===== config.mk =====
export PLATFORM = sky130hd
export DESIGN_NAME = seq_pc_ctrl
export DESIGN_NICKNAME = d
export VERILOG_FILES = /design/src/rtl/seq_pc_ctrl.sv
export SDC_FILE = /design/constraint.sdc
export NUM_CORES = 1
export LEC_CHECK = 0
export BUFFER_PORTS_ARGS = -buffer_cell sky130_fd_sc_hd__buf_2
export CORE_ASPECT_RATIO = 0.7
export CORE_MARGIN = 8
export CORE_UTILIZATION = 44
export DETAILED_ROUTE_END_ITERATION = 7
export PLACE_DENSITY = 0.74
export SLEW_MARGIN = 25
export SYNTH_ARGS = -nofsm -noshare
export SYNTH_HDL_FRONTEND = slang
export SYNTH_SLANG_ARGS = --single-unit

===== constraint.sdc =====
create_clock -name clk -period 2.1 [get_ports clk]
set_clock_uncertainty 0.05 [all_clocks]
set_input_delay 0.315 -clock clk [delete_from_list [all_inputs] [get_ports clk]]
set_output_delay 0.315 -clock clk [all_outputs]
set_load 0.02 [all_outputs]

===== src/rtl/seq_pc_ctrl.sv =====
// Multi-cycle sequencer for the SEQ Y86-64 core: owns the PC, walks the six
// instruction stages with one-hot enables, and tracks status and counters.
module seq_pc_ctrl #(
  parameter logic [63:0] RESET_PC    = 64'd0,
  parameter int          IMEM_BYTES  = 1024,
  parameter int          MEM_TIMEOUT = 255
) (
  input  logic        clk,
  input  logic        rst_n,
  input  logic        start,
  input  logic [3:0]  icode,
  input  logic [63:0] valC,
  input  logic [63:0] valP,
  input  logic        hlt,
  input  logic        imem_error,
  input  logic        instr_valid,
  input  logic        cnd,
  input  logic [63:0] valM,
  input  logic        mem_ready,
  input  logic        dmem_error,
  output logic [63:0] PC,
  output logic [5:0]  stage_en,
  output logic [2:0]  stat,
  output logic        running,
  output logic [31:0] instr_count,
  output logic [31:0] cycle_count
);

  localparam logic [2:0] STAT_AOK = 3'd1;
  localparam logic [2:0] STAT_HLT = 3'd2;
  localparam logic [2:0] STAT_ADR = 3'd3;
  localparam logic [2:0] STAT_INS = 3'd4;

  typedef enum logic [2:0] {
    S_IDLE, S_FETCH, S_DECODE, S_EXECUTE, S_MEMORY, S_WRITEBACK, S_PCUPD, S_STOP
  } state_t;

  state_t      state_reg, state_next;
  logic [63:0] pc_reg, pc_next;
  logic [2:0]  stat_reg, stat_next;
  logic [31:0] wait_reg, wait_next;
  logic [31:0] instr_reg, instr_next;
  logic [31:0] cycle_reg, cycle_next;

  logic        pc_bad;
  logic        mem_icode;
  logic        in_stage;
  logic [31:0] instr_inc;

  assign pc_bad    = (pc_reg >= 64'(IMEM_BYTES));
  assign mem_icode = icode inside {4'h4, 4'h5, 4'h8, 4'h9, 4'hA, 4'hB};
  assign in_stage  = (state_reg != S_IDLE) && (state_reg != S_STOP);
  assign instr_inc = (instr_reg == 32'hFFFF_FFFF) ? instr_reg : instr_reg + 32'd1;

  always_ff @(posedge clk or negedge rst_n) begin
    if (!rst_n) begin
      state_reg <= S_IDLE;
      pc_reg    <= RESET_PC;
      stat_reg  <= STAT_AOK;
      wait_reg  <= 32'd0;
      instr_reg <= 32'd0;
      cycle_reg <= 32'd0;
    end else begin
      state_reg <= state_next;
      pc_reg    <= pc_next;
      stat_reg  <= stat_next;
      wait_reg  <= wait_next;
      instr_reg <= instr_next;
      cycle_reg <= cycle_next;
    end
  end

  always_comb begin
    state_next = state_reg;
    pc_next    = pc_reg;
    stat_next  = stat_reg;
    wait_next  = wait_reg;
    instr_next = instr_reg;
    cycle_next = cycle_reg;

    if (in_stage && (cycle_reg != 32'hFFFF_FFFF))
      cycle_next = cycle_reg + 32'd1;

    case (state_reg)
      S_IDLE: begin
        if (start) state_next = S_FETCH;
      end
      S_FETCH: begin
        if (pc_bad) begin
          state_next = S_STOP;
          stat_next  = STAT_ADR;
        end else begin
          state_next = S_DECODE;
        end
      end
      S_DECODE: begin
        if (imem_error) begin
          state_next = S_STOP;
          stat_next  = STAT_ADR;
        end else if (!instr_valid) begin
          state_next = S_STOP;
          stat_next  = STAT_INS;
        end else if (hlt) begin
          state_next = S_STOP;
          stat_next  = STAT_HLT;
          instr_next = instr_inc;
        end else begin
          state_next = S_EXECUTE;
        end
      end
      S_EXECUTE: begin
        state_next = S_MEMORY;
        wait_next  = 32'd0;
      end
      S_MEMORY: begin
        // Only memory-touching instructions look at the handshake.
        if (!mem_icode) begin
          state_next = S_WRITEBACK;
        end else if (mem_ready) begin
          if (dmem_error) begin
            state_next = S_STOP;
            stat_next  = STAT_ADR;
          end else begin
            state_next = S_WRITEBACK;
          end
        end else if (wait_reg >= 32'(MEM_TIMEOUT - 1)) begin
          state_next = S_STOP;
          stat_next  = STAT_ADR;
        end else begin
          wait_next = wait_reg + 32'd1;
        end
      end
      S_WRITEBACK: begin
        state_next = S_PCUPD;
      end
      S_PCUPD: begin
        if (icode == 4'h8 || (icode == 4'h7 && cnd))
          pc_next = valC;
        else if (icode == 4'h9)
          pc_next = valM;
        else
          pc_next = valP;
        instr_next = instr_inc;
        state_next = S_FETCH;
      end
      default: begin
        state_next = S_STOP;
      end
    endcase
  end

  // Fetch enable is suppressed when the PC is already out of range.
  always_comb begin
    stage_en = 6'b000000;
    case (state_reg)
      S_FETCH:     stage_en[0] = !pc_bad;
      S_DECODE:    stage_en[1] = 1'b1;
      S_EXECUTE:   stage_en[2] = 1'b1;
      S_MEMORY:    stage_en[3] = 1'b1;
      S_WRITEBACK: stage_en[4] = 1'b1;
      S_PCUPD:     stage_en[5] = 1'b1;
      default:     stage_en    = 6'b000000;
    endcase
  end

  assign running     = in_stage;
  assign PC          = pc_reg;
  assign stat        = stat_reg;
  assign instr_count = instr_reg;
  assign cycle_count = cycle_reg;

endmodule

Word level (Yosys, flattened, before mapping):

Index checks and enable logic that the tools add are counted.

* bits in registers: 166
* latch bits: 0
* RAM bits: 0
* bits in read-only memories: 0
* input port bits: 205
* output and inout bits: 138
* logic and storage cells: 90
* memories: 0

* $add $sub $neg: 3
* multipliers: 0
* divide/modulo/power cells: 0
* $lt $le $gt $ge: 2
* eq/ne operators: 28
* shifts and indexed selects: 0
* multiplexer cells: 36
* bitwise gates (word level): 0
* reduce and logical (&&, ||, !) cells: 15

Operators with widths (count)
* $mux 32: 7
* $mux 64: 2
* $pmux 32 s2: 2
* $add 32x1->32 const B: 3
* $ge 64x11->1 const B: 1
* $mux 3: 16
* $eq 32x32->1 const B: 1
* $ge 32x8->1 const B: 1
* $ne 32x32->1 const B: 1
* $pmux 3 s7: 1
* $eq 4x4->1 const B: 4
* $ne 2x2->1 const B: 8
* $eq 4x3->1 const B: 3
* $eq 3x3->1 const B: 3
* $ne 3x3->1 const B: 3
* $pmux 3 s3: 1
* $ne 4x4->1 const B: 2
* $reduce_and 4->1: 2
* $eq 3x2->1 const B: 2
* $mux 1: 6
* $reduce_and 6->1: 1
* $reduce_bool 3->1: 2
* $reduce_bool 6->1: 1
* $reduce_bool 2->1: 2
* 7 further kinds: 9

Logic depth before layout (Yosys ltp):

Gate-level depths: netlist of the first run.

* word-level depth: 6
* depth in mapped cells: 8
* mapped depth without buffers: 6

Worst setup path before layout of the first run:

Ideal clock, no wire load.

* kind: register -> register
* from: register cycle_reg[0], in the netlist cycle_count[0]
* to: register cycle_reg[5], in the netlist cycle_count[5]
* setup time: 0.134 ns
* arrival time: 2.109 ns
* slack: -0.192 ns
* stages on the path, launching flop included: 8
* period minus slack after synthesis: 2.292 ns
* path through: dfrtp_1 > ha_1 > nand3_1 > or4_4 > o31a_1 > buf_6 > and3_1 > xor2_1

* longest elaborated chain between the ends: 2
* elaborated cells on any way between the ends: 3

RTL lines
* start: declaration: RTL line 43 `logic [31:0] cycle_reg, cycle_next;`
* start signal: assignment: RTL line 69 `cycle_reg <= cycle_next;`
* branches (longest 2 deep; another with $add 32x1->32)

Parallel ways; which one is timed is not known.
A chain may end at the register's enable or synchronous reset.

Worst setup path in the final report of the first run:

* from: register pc_reg[37], in the netlist PC[37]
* to: output port stage_en[0]

* longest elaborated chain between the ends: 3

RTL lines
* start: declaration: RTL line 39 `logic [63:0] pc_reg, pc_next;`
* start signal: assignment: RTL line 65 `pc_reg <= pc_next;`
* $ge 64x11->1: RTL line 50 `assign pc_bad = (pc_reg >= 64'(IMEM_BYTES));`
* $logic_not 1->1: RTL line 156 `S_FETCH: stage_en[0] = !pc_bad;`
* $mux 1: RTL line 155 `case (state_reg)`
* end: declaration: RTL line 22 `output logic [5:0] stage_en,`

Every way passes these cells.

==> metrics, run 1 <==
minimum clock period=2.459 ns; DR pass1 iterations=5; CP Cell Sequence=nor4_4, buf_4, nand4_1, nor4_2, buf_4, and2_4, buf_6; Final Non-Filler Cells=about 1.6k; R2R Setup Slk=-0.05 ns; initial antenna violation count=1; Worst R2R Path Depth=9; simple-gate portion of the synthesized area=21.22%; number of flip-flops in the largest register=64; Longest Clk Path Bufs=2; Critical Path End Type=output port; DP HPWL=21.69 mm; most frequent cells in the layout=buf_2, dfrtp_1, buf_4; area share of xor/xnor cells in the synthesized design=6.466%; crit start category=register; RD Place Congestion=0.9624; share of post-route cells with drive strength above 1=40.12%; most common cell after layout, fill and taps aside=buf_2; Post-Place Cells=1515; Horiz. Die Dim=~180 µm; Vias=8128; library cells used by synthesis=57; sequential area share after synthesis=between 40% and 50%; CP dominant cell by count=buf_4; port bufs=342; row cnt=42; period utilisation layout=117.1%; slew of the pin with the lowest slew margin=0.7289 ns; asr flop ratio synth=between 90% and 100%; number of synthesized register bits=166; Sw Pwr=5.083 mW; CTS tree=yes; end of the worst register-to-register path=stat[0]; PnR worst setup slack=-0.3592 ns; Total GRT Usage=22.70%; Pleak=5.960 nW; Area Growth Syn to Fin=41.67%; total gr overflow=0; worst skew pair latency=~0.42 ns; DP Worst Slack=-0.1533 ns; Reg power frac=a little under two fifths; status=finished with violations; Crit-path slowest cell=dfrtp_1; largest family of logic cells by synthesized area=simple AND/OR/NAND/NOR gates; Cell Area, Synth=8398 µm²; largest net degree at the start of global routing=88; area occupied by registers=roughly 4200 µm²; Clock Power Share=approximately a quarter; Sw Share=roughly two fifths; Hold Crit Depth=2; Synth warnings=0; first-pass GRT wire length=roughly 44 mm; height of the die=131.6 µm; top cells by area, synth=dfrtp_1, mux2i_1, a21oi_1, o21ai_0, nor2_1; Post-Syn Area per Cell=9.532 µm²; Rel. slew slack=approximately half; number of CTS-inserted buffers=17; top cell type's share of synthesized area=49.17%; wire per inst=17.81 µm; Synth area leader=dfrtp_1; CTS root buffer=clkbuf_16; Clk pin slew, worst setup/hold paths=0.07 ns; Int Power=7.666 mW; DRC Markers=0; Reg2Reg Launch Point=PC[37]; crit path DAT=~2.1 ns; Max Transition Viols Final=0; setup violators final=3; critical path peak fanout=3; violated checks=setup timing; number of synthesized flops with an enable pin=0; max incr delay on CP=0.43 ns; maximum VDD drop=0.6845 mV; Final nets=1512; Worst Hold Launch=instr_valid; achievable clock frequency=406.6 MHz; mux contribution to synthesized area=approximately 7.9%; critical path required time=1.74 ns; Hold Fails Final Rpt=0; 1st-iter DRT viols=502; clock sinks=166; Pwr Total=around 13 mW; multi-input gate area in the final layout=4199 µm²; Post-synth top flop=dfrtp_1; post-synthesis adder-cell area fraction=0.5959%; filler instances=around 1.6k; Initial Util=approximately 45%; H-tree Lvls=4; Mapped Cells=881; DRT Wirelength=27.77 mm; Max Cap Viol=0; Mapped Nets=1090; crit path kind=register to output port; die footprint=23830 µm²; Core Area=18810 µm²; compound-cell area share of the yosys netlist=11.05%; hold endpoint=stat[2]; Logic pwr share=39.2%; RSZ-0062 raised after global routing=true; worst hold-check path type=primary input to register; pwr/cell area=between 1000 and 1500 nW/µm²; vias in the first global route=8124; routed via count divided by cell count=5.214; final antenna-violating net count=0; I/O pins=343
worst max-delay path: cells and delay by family (launching register included):
kind                   cells  cell delay (ns)
buffers and inverters      3             0.44
flip-flops                 1             0.43
AND/OR/NAND/NOR            4             0.81
cells in the mapped netlist (all sizes together) (3+ instances only):
| cell type | count |
|---|---|
| xnor2 | 36 |
| or4 | 3 |
| nor4 | 27 |
| and4 | 10 |
| nand2 | 90 |
| xor2 | 26 |
| o31ai | 4 |
| dfrtp | 165 |
| mux2i | 64 |
| inv | 21 |
| o211ai | 4 |
| nor2 | 91 |
| nor3 | 16 |
| o21ai | 70 |
| or3 | 6 |
| and3 | 11 |
| ha | 4 |
| buf | 12 |
| nand2b | 4 |
| and2 | 27 |
| nand4 | 30 |
| a21oi | 71 |
| clkbuf | 33 |
| nand3 | 26 |
metal layers:
| metal | track usage (%) | part of all wire, % |
|---|---|---|
| met5 | 0 | 0 |
| met3 | 6.140 | 6.1 |
| met4 | 6.857 | 1.9 |
| met1 | 29.57 | 44 |
| met2 | 36.46 | 48 |
cells by family (layout without fill, tap and decap cells):
| kind of cell | count (synthesis) | after routing |
|---|---|---|
| muxes | 66 | 66 |
| AOI/OAI and AO/OA | 165 | 165 |
| adders and majority gates | 4 | 4 |
| buffers and inverters | 66 | 501 |
| other | 0 | 1 |
| xor gates and xnor gates | 62 | 62 |
| and+or+nand+nor | 352 | 352 |
| DFF | 166 | 166 |
timing repair:
action	CTS	global route
hold endpoints to repair	38	0
gates resized for setup	11	31
pin swaps	4	21
endpoints found under the setup margin	7	34
setup buffers	3	7
hold buffers	1	0
through the flow:
| step | setup TNS (ns) | util, % | hold WS, ns | instance area (µm²) |
|---|---|---|---|---|
| 2_1_floorplan | -0.07028 | - | -0.03059 | 8418 |
| 3_3_place_gp | -0.3228 | 58.74 | 0.2094 | 11050 |
| 3_5_place_dp | -0.9403 | 58.74 | 0.2134 | 11050 |
| 4_1_cts | -0.3995 | 62.26 | 0.07550 | 11710 |
| 5_1_grt | -1.166 | 63.24 | 0.09663 | 11900 |
| 6_report | -0.4375 | 63.24 | 0.09669 | 11900 |
power by group through the flow:
stage	Clock, mW	Combinational (mW)	Sequential [mW]
final	3.01	5.00	4.74
after global routing	3.23	5.46	4.84
after CTS	3.09	4.96	4.72
after detailed placement	0	4.88	4.71
after global placement	0	4.79	4.68
after floorplan	0	1.78	5.54
cell type report:
cell class              instances  area share [%]
flip-flops and latches        166           34.97
clock inverters                10          0.8203
repair buffers                448           21.71
clock buffers                  22           3.986
well taps                     242           2.545
multi-input cells             649           35.29
diodes                          1         0.02103
inverters                      21          0.6625
how the worst max path moves through the flow:
stage / to / startpoint
after CTS: stage_en[0] / PC[10]
after detailed placement: stage_en[0] / PC[39]
after global placement: stat[0] / icode[1]
after floorplan: cycle_count[5] / cycle_count[0]
final: stage_en[0] / PC[37]
after global routing: stage_en[0] / PC[37]
Power figures use the tool's default switching activity.
==> run 2: changes to the inputs <==
Settings changed: CORE_UTILIZATION 44 to 49, PLACE_DENSITY 0.74 to 0.78.
Clock period 2.1 ns to 2.8 ns, I/O delays scaled along.
==> run 2 against run 1 <==
The flow now finishes without violations. Largest cell class is now registers. Critical path depth fell by 1. First-iteration DRC count rose by 26%. Non-clock buffer count down 82. Clock power is 17% lower. Sequential share of layout area increased by 2.2 points.
==> metrics, run 2 (synthesis gave the netlist of run 1 again) <==
clock sinks=166 (unchanged); setup violators final=0 (-3); pwr/cell area=841.7 nW/µm² (-21%); most frequent cells in the layout=buf_2, dfrtp_1, nor2_1; Max Transition Viols Final=0 (unchanged); Vias=7857 (-3.3%); Hold Fails Final Rpt=0 (unchanged); first-pass GRT wire length=41.50 mm (-5.3%); hold endpoint=stat[2]; total gr overflow=0 (unchanged); number of CTS-inserted buffers=17 (unchanged); Worst Hold Launch=instr_valid; Initial Util=49.50% (+4.9 points); Clk pin slew, worst setup/hold paths=0.07 ns (about the same); number of flip-flops in the largest register=64 (unchanged); wire per inst=18.25 µm (+2.4%); DP HPWL=21.08 mm (-2.8%); setup_tns=0 ns (+0.4375 ns); Horiz. Die Dim=172.5 µm (-4.8%); Hold Crit Depth=2 (unchanged); I/O pins=343 (unchanged); row cnt=40 (-4.8%); routed via count divided by cell count=5.370 (+3.0%); H-tree Lvls=4 (unchanged); Rel. slew slack=60.15% (+8.7 points); R2R Setup Slk=0.38 ns (+0.43 ns); CTS tree=yes; Total GRT Usage=24.40% (+1.7 points); Crit-path slowest cell=nor4_1; vias in the first global route=7713 (-5.1%); Core Area=16970 µm² (-9.8%); CP Cell Sequence=nor4_1, nand4_1, nor4_2, buf_4, and2_1, buf_4; end of the worst register-to-register path=instr_count[25]; final antenna-violating net count=0 (unchanged); maximum VDD drop=0.6752 mV (-1.4%); worst skew pair latency=0.42 ns (about the same); Critical Path End Type=output port; RD Place Congestion=0.8588 (-11%); DR pass1 iterations=6 (+1); crit start category=register; Worst R2R Path Depth=5 (-4); achievable clock frequency=371.0 MHz; most common cell after layout, fill and taps aside=buf_2; largest net degree at the start of global routing=107 (+22%); Max Cap Viol=0 (unchanged); Pleak=5.571 nW (-6.5%); die footprint=21650 µm² (-9.2%); critical path peak fanout=3 (unchanged); crit path kind=register to output port; share of post-route cells with drive strength above 1=33.77% (-6.4 points); DRT Wirelength=26.69 mm (-3.9%); period utilisation layout=96.28%; CTS root buffer=clkbuf_16; Area Growth Syn to Fin=32.99%; port bufs=342 (unchanged); Diodes inserted=0 (-1); Longest Clk Path Bufs=2 (unchanged); DRC Markers=0 (unchanged); status=finished clean; initial antenna violation count=0 (-1); RSZ-0062 raised after global routing=false; Pwr Total=9.400 mW (-26%); crit path DAT=2.23 ns (+0.14 ns); critical path required time=2.33 ns (+0.59 ns); CP dominant cell by count=buf_4; max incr delay on CP=0.45 ns (+0.02 ns); 1st-iter DRT viols=633 (+26%); Reg2Reg Launch Point=state_reg[2]; slew of the pin with the lowest slew margin=0.5933 ns (-0.1357 ns); worst hold-check path type=primary input to register; minimum clock period=2.696 ns; height of the die=125.5 µm (-4.6%); Final nets=1430 (-5.4%)
-- run 2: cell types whose count changed in the layout (fill, tap and decap cells not counted), sizes merged --
cell      previous run  this run
diode                1         0
clkbuf              22        20
clkinvlp             3         1
buf                447       365
bufinv               1         4
clkinv               5         3
inv                 22        23
-- run 2: area by class of cell --
class / count / area (µm²)
clock buffer: 20 / 456.7
sequential: 166 / 4155
tap: 231 / 289.0
fill: 1404 / 5798
timing repair buffer: 366 / 1953
multi-input combinational: 649 / 4065
clock inverter: 10 / 170.2
inverter: 21 / 78.83
-- run 2: through the flow --
step | std cells | hold WS, ns | setup WS [ns] | area (µm²) | utilization (%)
final | 1463 | 0.2161 | 0.1043 | 11170 | 65.83
after global routing | 1463 | 0.2063 | 0.01418 | 11170 | 65.83
after CTS | 1461 | 0.1941 | 0.02696 | 11100 | 65.45
after detailed placement | 1430 | 0.2796 | 0.3112 | 10460 | 61.66
after global placement | 1430 | 0.2752 | 0.3291 | 10460 | 61.66
after floorplan | 881 | 0.07441 | 0.5079 | 8398 | -
-- run 2: worst max path at each step --
stage                           endpoint  slack (ns)  depth (start not counted)            from
final                        stage_en[0]        0.10                          6          PC[61]
after global routing         stage_en[0]        0.01                          7          PC[57]
after CTS                    stage_en[0]        0.03                          6          PC[14]
after detailed placement         stat[0]        0.31                          6        icode[1]
after global placement           stat[0]        0.33                          6        icode[1]
after floorplan           cycle_count[5]        0.51                          7  cycle_count[0]
-- run 2: report_power, final --
part	leakage, nW	internal [mW]	switching [mW]
Combinational	3.11	1.11	2.15
Sequential	2.15	3.00	0.618
Clock	0.304	1.54	0.971
Total	5.57	5.66	3.74
-- run 2: routing by layer --
metal | wire length [µm] | share of wire (%) | vias to the layer above | global-route usage, %
met1 | 11350 | 43 | 3724 | 32.35
met5 | 0 | 0 | - | 0
met4 | 417 | 1.6 | 0 | 6.724
li1 | - | - | 3787 | -
met3 | 2264 | 8.5 | 40 | 7.199
met2 | 12660 | 47 | 306 | 38.13
-- run 2: critical path, delay by kind of cell (launching register included) --
| family | cells | cell delay, ns |
|---|---|---|
| buffers and inverters | 2 | 0.33 |
| DFF | 1 | 0.40 |
| and+or+nand+nor | 4 | 1.07 |
-- run 2: timing repair --
action,in CTS,in global routing
hold buffers,1,0
gates resized for setup,1,8
setup buffers,0,2
pin swaps,0,2
hold endpoints to repair,31,0
setup endpoints to repair,1,1
